`src/rtl/hazard_ctrl_if.sv`:
```
// Hazard controller bundle: pipeline status into the controller, stall/flush/forward controls out.
// Latency: none, pure wiring; timing belongs to the modules on each side.
// Backpressure: none carried here; stall lines are the pipeline's backpressure.
// Ports: master = pipeline side (drives register ids and events); slave = hazard_ctrl side.
interface hazard_ctrl_if;
    logic [4:0]  rs1D;
    logic [4:0]  rs2D;
    logic [4:0]  rs1E;
    logic [4:0]  rs2E;
    logic [4:0]  rdE;
    logic        loadE;
    logic [4:0]  rdM;
    logic [4:0]  rdW;
    logic        regWriteM;
    logic        regWriteW;
    logic        pcSrcE;
    logic        mduStartE;
    logic        mduDone;
    logic        imemReady;
    logic        stallF;
    logic        stallD;
    logic        stallE;
    logic        flushD;
    logic        flushE;
    logic        flushM;
    logic [1:0]  forwardAE;
    logic [1:0]  forwardBE;
    logic [31:0] stallCycles;
    logic [31:0] flushCount;

    modport master (
        output rs1D, rs2D, rs1E, rs2E, rdE, loadE, rdM, rdW,
               regWriteM, regWriteW, pcSrcE, mduStartE, mduDone, imemReady,
        input  stallF, stallD, stallE, flushD, flushE, flushM,
               forwardAE, forwardBE, stallCycles, flushCount
    );

    modport slave (
        input  rs1D, rs2D, rs1E, rs2E, rdE, loadE, rdM, rdW,
               regWriteM, regWriteW, pcSrcE, mduStartE, mduDone, imemReady,
        output stallF, stallD, stallE, flushD, flushE, flushM,
               forwardAE, forwardBE, stallCycles, flushCount
    );
endinterface

```
`src/rtl/hazard_ctrl.sv`:
```
// Five-stage pipeline hazard controller: stall/flush for IF/ID, ID/EX, EX/MEM, EX forwarding selects,
// post-reset drain, MDU wait and imem wait sequencing, saturating stall/flush counters.
// Latency: controls are combinational from state and inputs; state/counters update at posedge clk.
// Backpressure: stallF/stallD/stallE hold the front of the pipe; flush* squash instructions as NOPs.
// Ports: clk, rst (async, active-high), hz (hazard_ctrl_if.slave).
module hazard_ctrl #(
    parameter int RESET_CYCLES = 2
) (
    input  logic         clk,
    input  logic         rst,
    hazard_ctrl_if.slave hz
);

    localparam int HW = (RESET_CYCLES > 1) ? $clog2(RESET_CYCLES) : 1;
    localparam logic [HW-1:0] HOLD_LAST = HW'(RESET_CYCLES - 1);

    typedef enum logic [1:0] {
        S_HOLD     = 2'd0,
        S_RUN      = 2'd1,
        S_MDU_WAIT = 2'd2
    } state_e;

    state_e        state_q, state_d;
    logic [HW-1:0] hold_cnt_q, hold_cnt_d;
    logic [31:0]   stall_cnt_q, flush_cnt_q;

    logic stall_f, stall_d, stall_e, flush_d, flush_e, flush_m;
    logic load_use, mdu_stall, branch_flush;

    // A load writing x0 never creates a dependency.
    assign load_use  = hz.loadE && (hz.rdE != 5'd0) &&
                       ((hz.rdE == hz.rs1D) || (hz.rdE == hz.rs2D));
    // Start and done in the same cycle means the MDU answered immediately: no stall.
    assign mdu_stall = hz.mduStartE && !hz.mduDone;
    assign branch_flush = (state_q == S_RUN) && hz.pcSrcE;

    // State register
    always_ff @(posedge clk or posedge rst) begin
        if (rst) begin
            state_q    <= S_HOLD;
            hold_cnt_q <= '0;
        end else begin
            state_q    <= state_d;
            hold_cnt_q <= hold_cnt_d;
        end
    end

    // Next-state logic
    always_comb begin
        state_d    = state_q;
        hold_cnt_d = hold_cnt_q;
        case (state_q)
            S_HOLD: begin
                if (hold_cnt_q == HOLD_LAST) begin
                    state_d = S_RUN;
                end else begin
                    hold_cnt_d = hold_cnt_q + 1'b1;
                end
            end
            S_RUN: begin
                // A taken branch squashes the MDU op in E, so it never starts a wait.
                if (!hz.pcSrcE && mdu_stall) begin
                    state_d = S_MDU_WAIT;
                end
            end
            S_MDU_WAIT: begin
                if (hz.mduDone) begin
                    state_d = S_RUN;
                end
            end
            default: state_d = S_HOLD;
        endcase
    end

    // Output logic: RUN rules are prioritised branch > MDU > load-use > imem wait.
    always_comb begin
        stall_f = 1'b0;
        stall_d = 1'b0;
        stall_e = 1'b0;
        flush_d = 1'b0;
        flush_e = 1'b0;
        flush_m = 1'b0;
        case (state_q)
            S_HOLD: begin
                stall_f = 1'b1;
                flush_d = 1'b1;
                flush_e = 1'b1;
            end
            S_RUN: begin
                if (hz.pcSrcE) begin
                    flush_d = 1'b1;
                    flush_e = 1'b1;
                end else if (mdu_stall) begin
                    stall_f = 1'b1;
                    stall_d = 1'b1;
                    stall_e = 1'b1;
                    flush_m = 1'b1;
                end else if (load_use) begin
                    // Holding D also holds the pending fetch, so imem wait needs no extra action.
                    stall_f = 1'b1;
                    stall_d = 1'b1;
                    flush_e = 1'b1;
                end else if (!hz.imemReady) begin
                    stall_f = 1'b1;
                    flush_d = 1'b1;
                end
            end
            S_MDU_WAIT: begin
                // E is released on the done cycle; a branch still in E is held, not taken.
                if (!hz.mduDone) begin
                    stall_f = 1'b1;
                    stall_d = 1'b1;
                    stall_e = 1'b1;
                    flush_m = 1'b1;
                end
            end
            default: begin
                stall_f = 1'b1;
                flush_d = 1'b1;
                flush_e = 1'b1;
            end
        endcase
    end

    // Forwarding: the younger result in M wins over W; x0 is never forwarded.
    function automatic logic [1:0] fwd_sel(
        input logic [4:0] rs,
        input logic       wr_m,
        input logic [4:0] rd_m,
        input logic       wr_w,
        input logic [4:0] rd_w
    );
        if (wr_m && (rd_m != 5'd0) && (rd_m == rs)) begin
            return 2'b10;
        end else if (wr_w && (rd_w != 5'd0) && (rd_w == rs)) begin
            return 2'b01;
        end
        return 2'b00;
    endfunction

    // Performance counters, saturating; drain cycles in HOLD are not stalls.
    always_ff @(posedge clk or posedge rst) begin
        if (rst) begin
            stall_cnt_q <= '0;
            flush_cnt_q <= '0;
        end else begin
            if ((state_q != S_HOLD) && stall_f && (stall_cnt_q != 32'hFFFF_FFFF)) begin
                stall_cnt_q <= stall_cnt_q + 32'd1;
            end
            if (branch_flush && (flush_cnt_q != 32'hFFFF_FFFF)) begin
                flush_cnt_q <= flush_cnt_q + 32'd1;
            end
        end
    end

    assign hz.stallF      = stall_f;
    assign hz.stallD      = stall_d;
    assign hz.stallE      = stall_e;
    assign hz.flushD      = flush_d;
    assign hz.flushE      = flush_e;
    assign hz.flushM      = flush_m;
    assign hz.forwardAE   = fwd_sel(hz.rs1E, hz.regWriteM, hz.rdM, hz.regWriteW, hz.rdW);
    assign hz.forwardBE   = fwd_sel(hz.rs2E, hz.regWriteM, hz.rdM, hz.regWriteW, hz.rdW);
    assign hz.stallCycles = stall_cnt_q;
    assign hz.flushCount  = flush_cnt_q;

endmodule

```
`src/flat_wrapper.sv`:
```
// flat-port wrapper written by rule: the top's interface ports become plain ports
module hazard_ctrl_flat 
#(
    parameter int RESET_CYCLES = 2
)
  (clk, rst, hz_rs1D, hz_rs2D, hz_rs1E, hz_rs2E, hz_rdE, hz_loadE, hz_rdM, hz_rdW, hz_regWriteM, hz_regWriteW, hz_pcSrcE, hz_mduStartE, hz_mduDone, hz_imemReady, hz_stallF, hz_stallD, hz_stallE, hz_flushD, hz_flushE, hz_flushM, hz_forwardAE, hz_forwardBE, hz_stallCycles, hz_flushCount);
  hazard_ctrl_if hz_i ();
  input  logic clk;
  input  logic rst;
  input wire logic [$bits(hz_i.rs1D)-1:0] hz_rs1D;
  input wire logic [$bits(hz_i.rs2D)-1:0] hz_rs2D;
  input wire logic [$bits(hz_i.rs1E)-1:0] hz_rs1E;
  input wire logic [$bits(hz_i.rs2E)-1:0] hz_rs2E;
  input wire logic [$bits(hz_i.rdE)-1:0] hz_rdE;
  input wire logic [$bits(hz_i.loadE)-1:0] hz_loadE;
  input wire logic [$bits(hz_i.rdM)-1:0] hz_rdM;
  input wire logic [$bits(hz_i.rdW)-1:0] hz_rdW;
  input wire logic [$bits(hz_i.regWriteM)-1:0] hz_regWriteM;
  input wire logic [$bits(hz_i.regWriteW)-1:0] hz_regWriteW;
  input wire logic [$bits(hz_i.pcSrcE)-1:0] hz_pcSrcE;
  input wire logic [$bits(hz_i.mduStartE)-1:0] hz_mduStartE;
  input wire logic [$bits(hz_i.mduDone)-1:0] hz_mduDone;
  input wire logic [$bits(hz_i.imemReady)-1:0] hz_imemReady;
  output wire logic [$bits(hz_i.stallF)-1:0] hz_stallF;
  output wire logic [$bits(hz_i.stallD)-1:0] hz_stallD;
  output wire logic [$bits(hz_i.stallE)-1:0] hz_stallE;
  output wire logic [$bits(hz_i.flushD)-1:0] hz_flushD;
  output wire logic [$bits(hz_i.flushE)-1:0] hz_flushE;
  output wire logic [$bits(hz_i.flushM)-1:0] hz_flushM;
  output wire logic [$bits(hz_i.forwardAE)-1:0] hz_forwardAE;
  output wire logic [$bits(hz_i.forwardBE)-1:0] hz_forwardBE;
  output wire logic [$bits(hz_i.stallCycles)-1:0] hz_stallCycles;
  output wire logic [$bits(hz_i.flushCount)-1:0] hz_flushCount;
  assign hz_i.rs1D = hz_rs1D;
  assign hz_i.rs2D = hz_rs2D;
  assign hz_i.rs1E = hz_rs1E;
  assign hz_i.rs2E = hz_rs2E;
  assign hz_i.rdE = hz_rdE;
  assign hz_i.loadE = hz_loadE;
  assign hz_i.rdM = hz_rdM;
  assign hz_i.rdW = hz_rdW;
  assign hz_i.regWriteM = hz_regWriteM;
  assign hz_i.regWriteW = hz_regWriteW;
  assign hz_i.pcSrcE = hz_pcSrcE;
  assign hz_i.mduStartE = hz_mduStartE;
  assign hz_i.mduDone = hz_mduDone;
  assign hz_i.imemReady = hz_imemReady;
  assign hz_stallF = hz_i.stallF;
  assign hz_stallD = hz_i.stallD;
  assign hz_stallE = hz_i.stallE;
  assign hz_flushD = hz_i.flushD;
  assign hz_flushE = hz_i.flushE;
  assign hz_flushM = hz_i.flushM;
  assign hz_forwardAE = hz_i.forwardAE;
  assign hz_forwardBE = hz_i.forwardBE;
  assign hz_stallCycles = hz_i.stallCycles;
  assign hz_flushCount = hz_i.flushCount;
  hazard_ctrl #(.RESET_CYCLES(RESET_CYCLES)) u_core (.clk(clk), .rst(rst), .hz(hz_i));
endmodule
```
`config.mk`:
```
export PLATFORM = sky130hd
export DESIGN_NAME = hazard_ctrl_flat
export DESIGN_NICKNAME = d
export VERILOG_FILES = /design/src/rtl/hazard_ctrl_if.sv /design/src/rtl/hazard_ctrl.sv /design/src/flat_wrapper.sv
export SDC_FILE = /design/constraint.sdc
export NUM_CORES = 1
export LEC_CHECK = 0
export ABC_AREA = 1
export CORE_UTILIZATION = 45
export CTS_CLUSTER_SIZE = 25
export DETAILED_ROUTE_END_ITERATION = 16
export GPL_TIMING_DRIVEN = 1
export PLACE_DENSITY = 0.77
export REMOVE_ABC_BUFFERS = 1
export SLEW_MARGIN = 15
export SYNTH_ARGS = -nofsm -noshare
export SYNTH_HDL_FRONTEND = slang
export SYNTH_SLANG_ARGS = --single-unit
```
`constraint.sdc`:
```
create_clock -name clk -period 1.98 [get_ports clk]
set_input_delay 0.396 -clock clk [delete_from_list [all_inputs] [get_ports clk]]
set_output_delay 0.396 -clock clk [all_outputs]
set_load 0.02 [all_outputs]
```
; Word level (Yosys, flattened, before mapping)
; Index checks and enable logic that the tools add are counted.
; W data, S select, Z words.
[totals]
register_bits = 67
input_bits = 44
out_inout_bits = 74
elab_cells = 78
[classes]
n_addsub = 3
eq_ne = 13
muxes = 35
reduce_logical = 23
[op_table]
columns = operator, n
row1 = $add A32 B1 Y32 const B, 2
row2 = $ne A32 B32 Y1 const B, 2
row3 = $eq A5 B5 Y1, 6
row4 = $mux W1, 20
row5 = $mux W2, 9
row6 = $reduce_bool A5 Y1, 3
row7 = $logic_and A1 B1 Y1, 14
row8 = $pmux W1 S2, 5
row9 = $pmux W2 S3, 1
row10 = $ne A2 B2 Y1 const B, 2
row11 = $reduce_and A3 Y1, 1
row12 = $eq A2 B1 Y1 const B, 1
row13 = $eq A2 B2 Y1 const B, 1
row14 = $logic_not A1 Y1, 2
row15 = $logic_not A2 Y1, 1
row16 = $ne A2 B1 Y1 const B, 1
row17 = $reduce_bool A2 Y1, 1
row18 = $add A1 B1 Y1 const B, 1
row19 = $logic_or A1 B1 Y1, 1

; Longest topological paths before layout
[depth]
ltp_word = 9
mapped_depth = 14
ltp_nobuf = 13

; Worst setup path after synthesis
; No wires, ideal clock.
[synth_timing]
path_type = input port to output port
startpoint = input hz_rdM[1]
endpoint = output hz_forwardAE[0]
t_arrival_ps = 1673
path_slack_ps = -89
path_stages = 4
cell_sequence = or2_2 > o41ai_1 > nor4_1 > nor3_1
[synth_between]
elab_chain_len = 5
[synth_rtl]
columns = item, line_no
row1 = from (decl), flat_wrapper.sv:16  ; input wire logic [$bits(hz_i.rdM)-1:0] hz_rdM;
row2 = $reduce_bool A5 Y1, hazard_ctrl.sv:133  ; if (wr_m && (rd_m != 5'd0) && (rd_m == rs)) begin
row3 = $logic_and A1 B1 Y1, hazard_ctrl.sv:133
row4 = $logic_and A1 B1 Y1 *, hazard_ctrl.sv:133
row5 = $mux W2 / $mux W1 (equally long branches), hazard_ctrl.sv:133
row6 = $mux W2 *, hazard_ctrl.sv:138  ; return 2'b00;
row7 = to (decl), flat_wrapper.sv:30  ; output wire logic [$bits(hz_i.forwardAE)-1:0] hz_forwardAE;
; Mark *: on every way between the ends. The rest lies on a longest branch, timed or not.

; Final worst setup path
[layout_timing]
startpoint = input hz_loadE
endpoint = output hz_flushD
[layout_between]
elab_chain_len = 6
[layout_rtl]
columns = item, line_no
row1 = from (decl), flat_wrapper.sv:15  ; input wire logic [$bits(hz_i.loadE)-1:0] hz_loadE;
row2 = $logic_and A1 B1 Y1 (2 in series), hazard_ctrl.sv:31  ; assign load_use = hz.loadE && (hz.rdE != 5'd0) &&
row3 = $mux W1, hazard_ctrl.sv:98  ; end else if (load_use) begin
row4 = $mux W1, hazard_ctrl.sv:93  ; end else if (mdu_stall) begin
row5 = $mux W1, hazard_ctrl.sv:90  ; if (hz.pcSrcE) begin
row6 = $pmux W1 S2, hazard_ctrl.sv:83  ; case (state_q)
row7 = to (decl), flat_wrapper.sv:27  ; output wire logic [$bits(hz_i.flushD)-1:0] hz_flushD;
; No other way between the ends.

==> run metrics <==
syn avg cell area 7.415 um^2; Yosys reg bits 67; outcome complete, but fails checks; crit-path max FO 2; Starting Density 46.83%; RR Endpoint u_core.hz.stallCycles[22]; DR WL/cell 14.20 um; Final Cycle Share 101.3%; maximum number of pins on one net before global-route repair 68; Die ar. 10680 um^2; H-Tree Depth 3; final net count 837; # rows 36; unrepaired setup endpoints after global routing yes; Syn Inst Count 623; fin. max-slew vios 0; routability cong. 0.8677; Max Clock Freq 498.7 MHz; cell taking the most area after synthesis dfrtp_1; commonest cells in the synthesized netlist 185 x nand2_1, 73 x inv_1, 67 x dfrtp_1; Worst Setup End Kind output port; Max rail drop VDD 0.7611 mV; Final Hold Vio Count 0; number of synthesized flops with an enable pin 0; clock latency on the worst-skew pair 340 ps; worst hold margin 447.9 ps; GRT overflow 0; Final WS setup -25.09 ps; Worst-Margin Slew 392.4 ps; vias in the first global route 4750; I/O pins 118; Layout Area Growth over Synthesis 44.50%; synth warn 0; first-pass GRT wire length 21210 um; Synth Cell Area 4619 um^2; Core Area 9864 um^2; post-synthesis cell type count 35; PortBufs 117; max-cap violations 0; initial antenna violation count 0; worst reg2reg startpoint u_core.hz.stallCycles[0]; number of diodes 0; Setup violations, final 2; top-area cell type share of the netlist area 36.29%; final core occ 67.67%; Reg2Reg Depth 13; total wire length 13150 um; count leader, synth nand2_1; CP startpoint kind input pin; Area contributors post-synth dfrtp_1 36%, nand2_1 15%, xor2_1 7.4%, nand4_1 6.5%, inv_1 5.9%; Chip Height 103.3 um; CTS Sinks 67; ys async rst share 100.0%; Max Clock Skew 7.593 ps; drt via density 5.274; hold_buf cts 0; global-route usage over all layers 25.31%; Worst EP required 1580 ps; post-layout min period 2005 ps; Final HPWL DP 9178 um; PwrDens 870.4 nW/um^2; clk root buf clkbuf_8; leakage power 3.193 nW; R2R setup slack 90 ps; vias 4884; Worst-path clk slew 70 ps; DR iter-0 viols 214; Routed Antenna Nets 0; CP Class in -> out; die width 103.3 um; Worst EP arrival 1610 ps; Top FF cell, synth dfrtp_1; sequential area share after synthesis 36.29%; Initial DRT Pass Iterations 5; Num CTS Buffers 9; Slew headroom 73.81%; DRC 0; CTS max path bufs 2; failing checks setup timing; Hold Path Class in -> async; CTS tree yes; share of post-route cells with drive strength above 1 22.19%
through the flow:
stage	cells	total power, W	cell area [um^2]	TNS [ps]	setup slack, ps
2_1_floorplan	608	0.002874	4516	-8767	-250.4
3_3_place_gp	899	0.004137	6221	-17360	-779.7
3_5_place_dp	899	0.004215	6221	-21970	-854.2
4_1_cts	919	0.005596	6496	-103.0	-65.69
5_1_grt	926	0.006128	6675	-385.0	-97.58
6_report	926	0.005810	6675	-38.45	-25.09
worst max-delay path by stage:
| stage | from | to | slack, ps |
|---|---|---|---|
| detailed placement | hz_rdE[0] | hz_flushD | -850 |
| floorplan | u_core.state_q[0] | u_core.state_q[0] | -250 |
| CTS | u_core.state_q[1] | hz_stallF | -70 |
| global route | u_core.state_q[1] | hz_stallF | -100 |
| finish | hz_loadE | hz_flushD | -30 |
| global placement | hz_rdE[2] | hz_flushD | -780 |
critical path, cell delays in order:
cell,delay (ps)
clkdlybuf4s50_1,400
o21ai_1,70
inv_1,80
nand2_2,80
nand2_2,70
or2_4,250
a21oi_2,130
buf_6,140
registers in the layout (all words and copies together), names as in the netlist:
register / count
u_core.state_q: 2
u_core.hold_cnt_q: 1
u_core.hz.flushCount: 32
u_core.hz.stallCycles: 32
timing repair:
action / CTS / global route
gates cloned: 0 / 2
setup endpoints to repair: 42 / 36
resized for setup: 141 / 54
pin swaps: 28 / 35
buffers inserted: 4 / 6
layout make-up:
cell class                 count  area, um^2
clock buffer                  11       151.4
clock inverter                 5       61.31
fill                         795        3189
inverter                      79       299.0
multi-input combinational    463        2770
sequential                    67        1680
tap                          133       166.4
timing repair buffer         168        1546
cells in the final DEF (no fill, tap or decap), drive strengths merged:
cell / count
xor2: 39
clkdlybuf4s15: 4
o221ai: 1
xnor2: 27
clkinv: 2
o21ai: 4
inv: 78
nand2: 191
nor3: 19
o41ai: 2
o31ai: 1
a21oi: 6
nor4: 8
bufinv: 1
clkbuf: 17
clkinvlp: 3
buf: 71
dfrtp: 67
nand3b: 1
nand4: 51
or2: 3
dlygate4sd2: 12
dlymetal6s2s: 4
nand3: 41
ha: 5
nor2: 64
clkdlybuf4s50: 71
report_power, final:
part           switching, W  leakage (nW)  internal [W]
combinational       0.00166          2.20       0.00130
clock              0.000551        0.0978      0.000652
sequential         0.000151         0.898       0.00150
cells by family (layout without fill, tap and decap cells):
kind of cell / Yosys count / in the layout / share of synthesized area (%)
AND/OR/NAND/NOR: 377 / 378 / 39.36
buffers and inverters: 94 / 263 / 8.667
flip-flops: 67 / 67 / 36.29
XOR/XNOR: 66 / 66 / 12.51
AO/OA/AOI/OAI: 14 / 14 / 1.815
adder cells (fa/ha/maj): 5 / 5 / 1.354
layer usage:
layer | part of all wire (%) | global-route usage (%) | vias up
li1 | - | - | 2344
met1 | 40 | 29.92 | 2340
met2 | 52 | 45.08 | 165
met3 | 5.2 | 4.368 | 35
met4 | 2.5 | 11.27 | 0
met5 | 0 | 0 | -
No activity file was read; power rests on OpenSTA's default activity.
